**config.mk**
```make
export PLATFORM = sky130hd
export DESIGN_NAME = obi_master_arbiter
export DESIGN_NICKNAME = d
export VERILOG_FILES = /design/src/rtl/didactic_bus_pkg.sv /design/src/rtl/rr_prio_select.sv /design/src/rtl/obi_master_arbiter.sv
export SDC_FILE = /design/constraint.sdc
export NUM_CORES = 1
export LEC_CHECK = 0
export CAP_MARGIN = 5
export CORE_AREA = 10 10 103 105
export DETAILED_ROUTE_END_ITERATION = 10
export DIE_AREA = 0 0 113 115
export PLACE_DENSITY = 0.79
export SLEW_MARGIN = 30
export SYNTH_ARGS = -nofsm -noshare
export SYNTH_HDL_FRONTEND = slang
export SYNTH_HIERARCHICAL = 1
export SYNTH_SLANG_ARGS = --single-unit
```
**constraint.sdc**
```tcl
create_clock -name clk -period 4.3 [get_ports clk]
set_clock_uncertainty 0.15 [all_clocks]
set_input_delay 0.645 -clock clk [delete_from_list [all_inputs] [get_ports clk]]
set_output_delay 0.645 -clock clk [all_outputs]
set_load 0.02 [all_outputs]
```
**src/rtl/didactic_bus_pkg.sv**
```systemverilog
// Shared bus definitions: arbiter state encoding, timeout response word and
// the OBI request/response structs used by the system-bus blocks.
package didactic_bus_pkg;

  typedef enum logic [1:0] {IDLE, ADDR, RESP} arb_state_e;

  localparam logic [31:0] TIMEOUT_RDATA = 32'hDEAD_BEEF;

  localparam int unsigned OBI_ADDR_W = 32;
  localparam int unsigned OBI_DATA_W = 32;

  typedef struct packed {
    logic                    req;
    logic [OBI_ADDR_W-1:0]   addr;
    logic                    we;
    logic [OBI_DATA_W/8-1:0] be;
    logic [OBI_DATA_W-1:0]   wdata;
  } obi_req_t;

  typedef struct packed {
    logic                  gnt;
    logic                  rvalid;
    logic [OBI_DATA_W-1:0] rdata;
    logic                  err;
  } obi_rsp_t;

endpackage

```
**src/rtl/rr_prio_select.sv**
```systemverilog
// Round-robin priority pick: first asserted request at or after rr_ptr,
// wrapping modulo NUM_MASTERS.
module rr_prio_select #(
  parameter int unsigned NUM_MASTERS = 2,
  parameter int unsigned PTR_W       = 1
) (
  input  logic [NUM_MASTERS-1:0] req,
  input  logic [PTR_W-1:0]       rr_ptr,
  output logic [PTR_W-1:0]       winner,
  output logic                   any_req
);

  int unsigned      idx_wide;
  logic [PTR_W-1:0] idx;

  always_comb begin
    winner   = '0;
    any_req  = 1'b0;
    idx_wide = 0;
    idx      = '0;
    for (int unsigned i = 0; i < NUM_MASTERS; i++) begin
      idx_wide = (32'(rr_ptr) + i) % NUM_MASTERS;
      idx      = PTR_W'(idx_wide);
      if (!any_req && req[idx]) begin
        any_req = 1'b1;
        winner  = idx;
      end
    end
  end

endmodule

```
**src/rtl/obi_master_arbiter.sv**
```systemverilog
// Shares one OBI slave port among NUM_MASTERS masters: round-robin, one
// outstanding transaction, response routed to the owner, forced error on timeout.
module obi_master_arbiter
  import didactic_bus_pkg::*;
#(
  parameter int unsigned NUM_MASTERS = 2,
  parameter int unsigned ADDR_W      = 32,
  parameter int unsigned DATA_W      = 32,
  parameter int unsigned TIMEOUT     = 1024
) (
  input  logic                            clk,
  input  logic                            reset,
  input  logic [NUM_MASTERS-1:0]          m_req,
  input  logic [NUM_MASTERS*ADDR_W-1:0]   m_addr,
  input  logic [NUM_MASTERS-1:0]          m_we,
  input  logic [NUM_MASTERS*DATA_W/8-1:0] m_be,
  input  logic [NUM_MASTERS*DATA_W-1:0]   m_wdata,
  output logic [NUM_MASTERS-1:0]          m_gnt,
  output logic [NUM_MASTERS-1:0]          m_rvalid,
  output logic [DATA_W-1:0]               m_rdata,
  output logic                            m_err,
  output logic                            s_req,
  output logic [ADDR_W-1:0]               s_addr,
  output logic                            s_we,
  output logic [DATA_W/8-1:0]             s_be,
  output logic [DATA_W-1:0]               s_wdata,
  input  logic                            s_gnt,
  input  logic                            s_rvalid,
  input  logic [DATA_W-1:0]               s_rdata,
  input  logic                            s_err,
  output logic                            timeout_flag
);

  localparam int unsigned BE_W  = DATA_W / 8;
  localparam int unsigned PTR_W = $clog2(NUM_MASTERS);
  localparam int unsigned CNT_W = $clog2(TIMEOUT) + 1;

  arb_state_e       state_q, state_d;
  logic [PTR_W-1:0] owner_q, owner_d;
  logic [PTR_W-1:0] rr_ptr_q, rr_ptr_d;
  logic [CNT_W-1:0] cnt_q, cnt_d;
  logic             timeout_flag_q, timeout_flag_d;

  logic [PTR_W-1:0] winner;
  logic             any_req;
  logic [PTR_W-1:0] owner_next;
  logic             timeout_hit;

  logic [ADDR_W-1:0] addr_arr  [NUM_MASTERS];
  logic [BE_W-1:0]   be_arr    [NUM_MASTERS];
  logic [DATA_W-1:0] wdata_arr [NUM_MASTERS];

  for (genvar g = 0; g < NUM_MASTERS; g++) begin : g_unpack
    assign addr_arr[g]  = m_addr[g*ADDR_W +: ADDR_W];
    assign be_arr[g]    = m_be[g*BE_W +: BE_W];
    assign wdata_arr[g] = m_wdata[g*DATA_W +: DATA_W];
  end

  rr_prio_select #(
    .NUM_MASTERS (NUM_MASTERS),
    .PTR_W       (PTR_W)
  ) u_rr_prio_select (
    .req     (m_req),
    .rr_ptr  (rr_ptr_q),
    .winner  (winner),
    .any_req (any_req)
  );

  // Request fields are not captured: the owner holds them stable until m_gnt.
  assign s_addr       = addr_arr[owner_q];
  assign s_we         = m_we[owner_q];
  assign s_be         = be_arr[owner_q];
  assign s_wdata      = wdata_arr[owner_q];
  assign timeout_flag = timeout_flag_q;

  assign owner_next  = (32'(owner_q) == NUM_MASTERS - 1) ? '0 : owner_q + 1'b1;
  assign timeout_hit = (cnt_q == CNT_W'(TIMEOUT - 1));

  always_comb begin
    state_d        = state_q;
    owner_d        = owner_q;
    rr_ptr_d       = rr_ptr_q;
    cnt_d          = cnt_q;
    timeout_flag_d = timeout_flag_q;
    m_gnt          = '0;
    m_rvalid       = '0;
    m_rdata        = '0;
    m_err          = 1'b0;
    s_req          = 1'b0;
    case (state_q)
      IDLE: begin
        if (any_req) begin
          owner_d = winner;
          state_d = ADDR;
        end
      end
      ADDR: begin
        // A withdrawn request abandons the slot without moving the priority.
        if (!m_req[owner_q]) begin
          state_d = IDLE;
        end else begin
          s_req = 1'b1;
          if (s_gnt) begin
            m_gnt[owner_q] = 1'b1;
            cnt_d          = '0;
            state_d        = RESP;
          end
        end
      end
      RESP: begin
        cnt_d = (&cnt_q) ? cnt_q : cnt_q + 1'b1;
        if (s_rvalid) begin
          m_rvalid[owner_q] = 1'b1;
          m_rdata           = s_rdata;
          m_err             = s_err;
          rr_ptr_d          = owner_next;
          state_d           = IDLE;
        end else if (timeout_hit) begin
          m_rvalid[owner_q] = 1'b1;
          m_rdata           = DATA_W'(TIMEOUT_RDATA);
          m_err             = 1'b1;
          timeout_flag_d    = 1'b1;
          rr_ptr_d          = owner_next;
          state_d           = IDLE;
        end
      end
      default: state_d = IDLE;
    endcase
  end

  always_ff @(posedge clk or negedge reset) begin
    if (!reset) begin
      state_q        <= IDLE;
      owner_q        <= '0;
      rr_ptr_q       <= '0;
      cnt_q          <= '0;
      timeout_flag_q <= 1'b0;
    end else begin
      state_q        <= state_d;
      owner_q        <= owner_d;
      rr_ptr_q       <= rr_ptr_d;
      cnt_q          <= cnt_d;
      timeout_flag_q <= timeout_flag_d;
    end
  end

endmodule

```
* Word level (Yosys, flattened, before mapping) *
Index checks and enable logic that the tools add are counted.

storage, ports and cells
  flip-flop bits (word level) = 16
  word-level logic and storage cells = 86

operators by class
  add/subtract/negate cells = 3
  order comparisons = 5
  equal/unequal tests = 9
  muxes and demuxes = 50
  bitwise gates (word level) = 2
  reduce and logical (&&, ||, !) cells = 12

operator list
  kind                     number
  $mux W32                 9
  $mux W11                 3
  $mux W2                  11
  $pmux W11 S2             1
  $mux W1                  21
  $mux W4                  3
  $add A11 B1 Y11 const B  1
  $eq A11 B10 Y1 const B   1
  $reduce_and A11 Y1       1
  $ne A2 B2 Y1 const B     4
  $lt A1 B2 Y1 const B     3
  $ne A3 B3 Y1 const B     2
  $pmux W2 S3              1
  $reduce_and A3 Y1        2
  $reduce_and A2 Y1        2
  $reduce_and A4 Y1        1
  $reduce_bool A2 Y1       2
  $add A1 B1 Y1 const B    2
  $eq A2 B1 Y1 const B     1
  $eq A2 B2 Y1 const B     1
  $ge A2 B2 Y1 const B     1
  $logic_and A1 B1 Y1      2
  $logic_not A2 Y1         1
  $not A1 Y2               1
  other kinds (4)          4

* Longest topological paths before layout *
  depth in word-level cells = 8
  gate-level depth with buffers = 6
  gate-level depth less buffers = 5

* Hierarchy *
The synthesis kept the hierarchy.

modules (own cells, without submodules)
  module              instances  cells each  area each (um^2)  seq. area each (um^2)
  obi_master_arbiter  1          232         2009.4            400.4
  rr_prio_select      1          3           17.5              0.0

* Worst setup path before layout *
No wires, ideal clock.

  path type = reg-to-output
  start = register cnt_q[0]
  end = output m_rdata[10]
  data arrival time = 1460 ps
  data required time = 3505 ps
  setup slack = 2045 ps
  stages on the path, launching flop included = 7
  cell sequence = dfrtp_1 -> ha_1 -> nand3_2 -> nor4_4 -> nand2_2 -> buf_6 -> nand2_1

between the ends
  cells in the longest elaborated chain, start to end = 4

ends and longest elaborated chain
  element                 RTL line                   RTL
  start, declared         obi_master_arbiter.sv:41   logic [CNT_W-1:0] cnt_q, cnt_d;
  start signal, assigned  obi_master_arbiter.sv:142  cnt_q <= cnt_d;
  $eq A11 B10 Y1          obi_master_arbiter.sv:77   assign timeout_hit = (cnt_q == CNT_W'(TIMEOUT - 1));
  $mux W32                obi_master_arbiter.sv:118  end else if (timeout_hit) begin
  $mux W32                obi_master_arbiter.sv:112  if (s_rvalid) begin
  $mux W32                obi_master_arbiter.sv:90   case (state_q)
  end, declared           obi_master_arbiter.sv:20   output logic [DATA_W-1:0] m_rdata,

Every way passes these cells.

* Worst setup path in the final report *
  start = input s_rvalid
  end = output m_rdata[26]

between the ends
  cells in the longest elaborated chain, start to end = 2

ends and longest elaborated chain
  element          RTL line                   RTL
  start, declared  obi_master_arbiter.sv:28   input logic s_rvalid,
  $mux W32         obi_master_arbiter.sv:112
  $mux W32         obi_master_arbiter.sv:90

Every way passes these cells.

==> flow_summary.json <==
{
  "die_y_um": 115,
  "syn_to_final_growth_pct": 147,
  "syn_nets": 413,
  "r2r-start": "cnt_q[0]",
  "final_antenna_net_count": 0,
  "endpoint_kind": "output pin",
  "post_cts_buffers": 0,
  "ctsResizeCount": 0,
  "syn-cell-area_mm2": 0.00203,
  "cts_buffer_depth": 2,
  "nets": 689,
  "grt.total_usage": 0.200,
  "final_cell_mix": "clkdlybuf4s50_1 (284), mux2_2 (70), nand2_1 (61), dfrtp_1 (15), and3_1 (11)",
  "clk_latency_ns": 0.26,
  "grt_pass1_vias": 3094,
  "netlist_instances": 235,
  "maxCapViolCount": 0,
  "min_period_over_period": 0.854,
  "drt_iter0_markers": 219,
  "wirelength_um": 14100,
  "p_leak_nw": 2.04,
  "synth_warnings": 6,
  "ys_ff_latch": 16,
  "final_common_cell": "clkdlybuf4s50_1",
  "drt_pass1_iterations": 4,
  "timing.fmax_ghz": 0.272,
  "yosysSeqAreaShare": 0.198,
  "cts_tree": "done",
  "viasPerCell": 4.65,
  "cp_data_arrival_time_ns": 2.88,
  "rows": 34,
  "vias": 2882,
  "critPathKind": "input port to output pin",
  "initial_utilization": 0.237,
  "min_path_type": "register to register",
  "setup_viol": 0,
  "vdd_drop_max_v": 0.000193,
  "htree_levels": 1,
  "drc": 0,
  "ios": 285,
  "use_met3": 0.105,
  "grt_max_degree": 36,
  "relSlewSlack": 0.485,
  "gp_congestion": 0.836,
  "use_met1": 0.190,
  "hpwl_um": 12800,
  "overflow": 0,
  "grt_antenna_before_repair": 4,
  "clk_pin_slew_worst_paths_ns": 0.07,
  "worst_r2r_path_depth": 5,
  "routedWlPerCell_um": 22.8,
  "finalMaxSlewViolations": 0,
  "min_to": "timeout_flag",
  "cp-start-kind": "input port",
  "min_path_cells": 1,
  "r2r-end": "cnt_q[9]",
  "tightest_slew_ns": 0.772,
  "holdBufCountCts": 0,
  "clock_sinks": 16,
  "fin_crit_ns": 3.67,
  "hp-start": "timeout_flag",
  "root_buffer": "clkbuf_8",
  "busiest_layer": "met2",
  "hold_slack_ns": 0.318,
  "grt_pass1_wl_um": 19900,
  "power_per_cell_area_mw_per_mm2": 361,
  "rsz0062_at_grt": "no",
  "setup_tns_ns": 0,
  "numPortBuffers": 284,
  "synth.distinct_cells": 44,
  "core_mm2": 0.00855,
  "worst_ep_required_time_ns": 3.50,
  "fin_util": 0.584,
  "die_w_um": 113,
  "rrSetupSlack_ns": 2.43,
  "syn_avg_cell_area_um2": 8.63,
  "globalRouteMet2Util": 0.379,
  "status": "completed",
  "critPathMaxFanout": 25,
  "cts-buffers-inserted": 3,
  "hold_viol": 0,
  "dieArea_mm2": 0.0130,
  "drive_above_1_share": 0.171
}
==> per-layer routing <==
layer  vias to the layer above  wire [um]
li1                       1382          -
met1                      1314       4610
met2                       169       7560
met3                        13       1800
met4                         4        130
met5                         -         27
==> synth_stat cells, drive strengths merged <==
master   count  share of area
nand3        4          0.019
and2         2         0.0062
o41ai        1         0.0043
o311ai       1         0.0043
ha           1         0.0062
mux2i        3          0.015
nand4        1          0.010
a21boi       1         0.0037
nor2b        1         0.0031
a21oi        4         0.0099
nor3         4          0.012
a211oi       1         0.0037
nor4         1          0.010
o21ai        3         0.0074
inv          1         0.0019
a31oi        1         0.0031
and4         1         0.0043
nand3b       1         0.0037
a22o         1         0.0043
or4          1         0.0037
mux2        70           0.39
a2111oi      1         0.0074
dfrtp       16           0.20
nand2       62           0.12
o31a         1         0.0043
a21o         1         0.0037
nand2b       5          0.015
clkbuf       3         0.0056
and3        12          0.040
a311oi       2         0.0086
xnor2        2         0.0086
or2b         1         0.0037
nor2        10          0.019
or2          2         0.0062
buf         13          0.040
==> state kept, by name (all words and copies together), names as in the netlist <==
| name | count |
|---|---|
| state_q | 2 |
| rr_ptr_q | 1 |
| owner_q | 1 |
| timeout_flag | 1 |
| cnt_q | 11 |
==> layout make-up <==
| cell class | instances | area (um2) |
|---|---|---|
| multi-input combinational | 202 | 1530 |
| timing repair buffer | 287 | 2870 |
| antenna | 2 | 5.00 |
| tap | 108 | 135 |
| fill | 754 | 3550 |
| sequential | 16 | 402 |
| clock buffer | 4 | 55.1 |
| inverter | 1 | 3.75 |
==> logic make-up after synthesis <==
kind of cell               share of synthesized area
buffers and inverters                         0.0469
xor gates and xnor gates                     0.00864
and+or+nand+nor                                0.272
AOI/OAI and AO/OA                             0.0648
adders and majority gates                    0.00617
DFF                                            0.198
muxes                                          0.404
==> critical path, stage by stage <==
cell             delay [ns]
clkdlybuf4s50_1        0.64
and2_1                 0.69
nand2_1                0.17
nand2_1                0.11
clkdlybuf4s50_1        0.62
==> how the worst max path moves through the flow <==
stage	start	end	slack, ns	cells after the start
floorplan	cnt_q[0]	m_rdata[10]	2.04	6
global route	s_rvalid	m_rdata[19]	0.46	5
CTS	s_rvalid	m_rdata[26]	0.61	5
finish	s_rvalid	m_rdata[26]	0.63	5
detailed placement	s_rvalid	m_rdata[26]	0.62	5
global placement	s_rvalid	m_err	0.75	5
==> power breakdown <==
| part | leakage [nW] | switching, W | internal, W |
|---|---|---|---|
| Clock | 0.0288 | 0.0000547 | 0.0000813 |
| Sequential | 0.214 | 0.0000612 | 0.000189 |
| Combinational | 1.80 | 0.000657 | 0.000761 |
==> per-stage QoR <==
stage	total power, W	cell area, um2	cells	setup slack, ns
floorplan	0.000990	2030	235	2.04
global placement	0.00166	4940	614	0.747
detailed placement	0.00168	4940	614	0.619
CTS	0.00182	4990	618	0.613
global route	0.00190	4990	619	0.465
finish	0.00180	5000	620	0.626
Power figures use the tool's default switching activity.
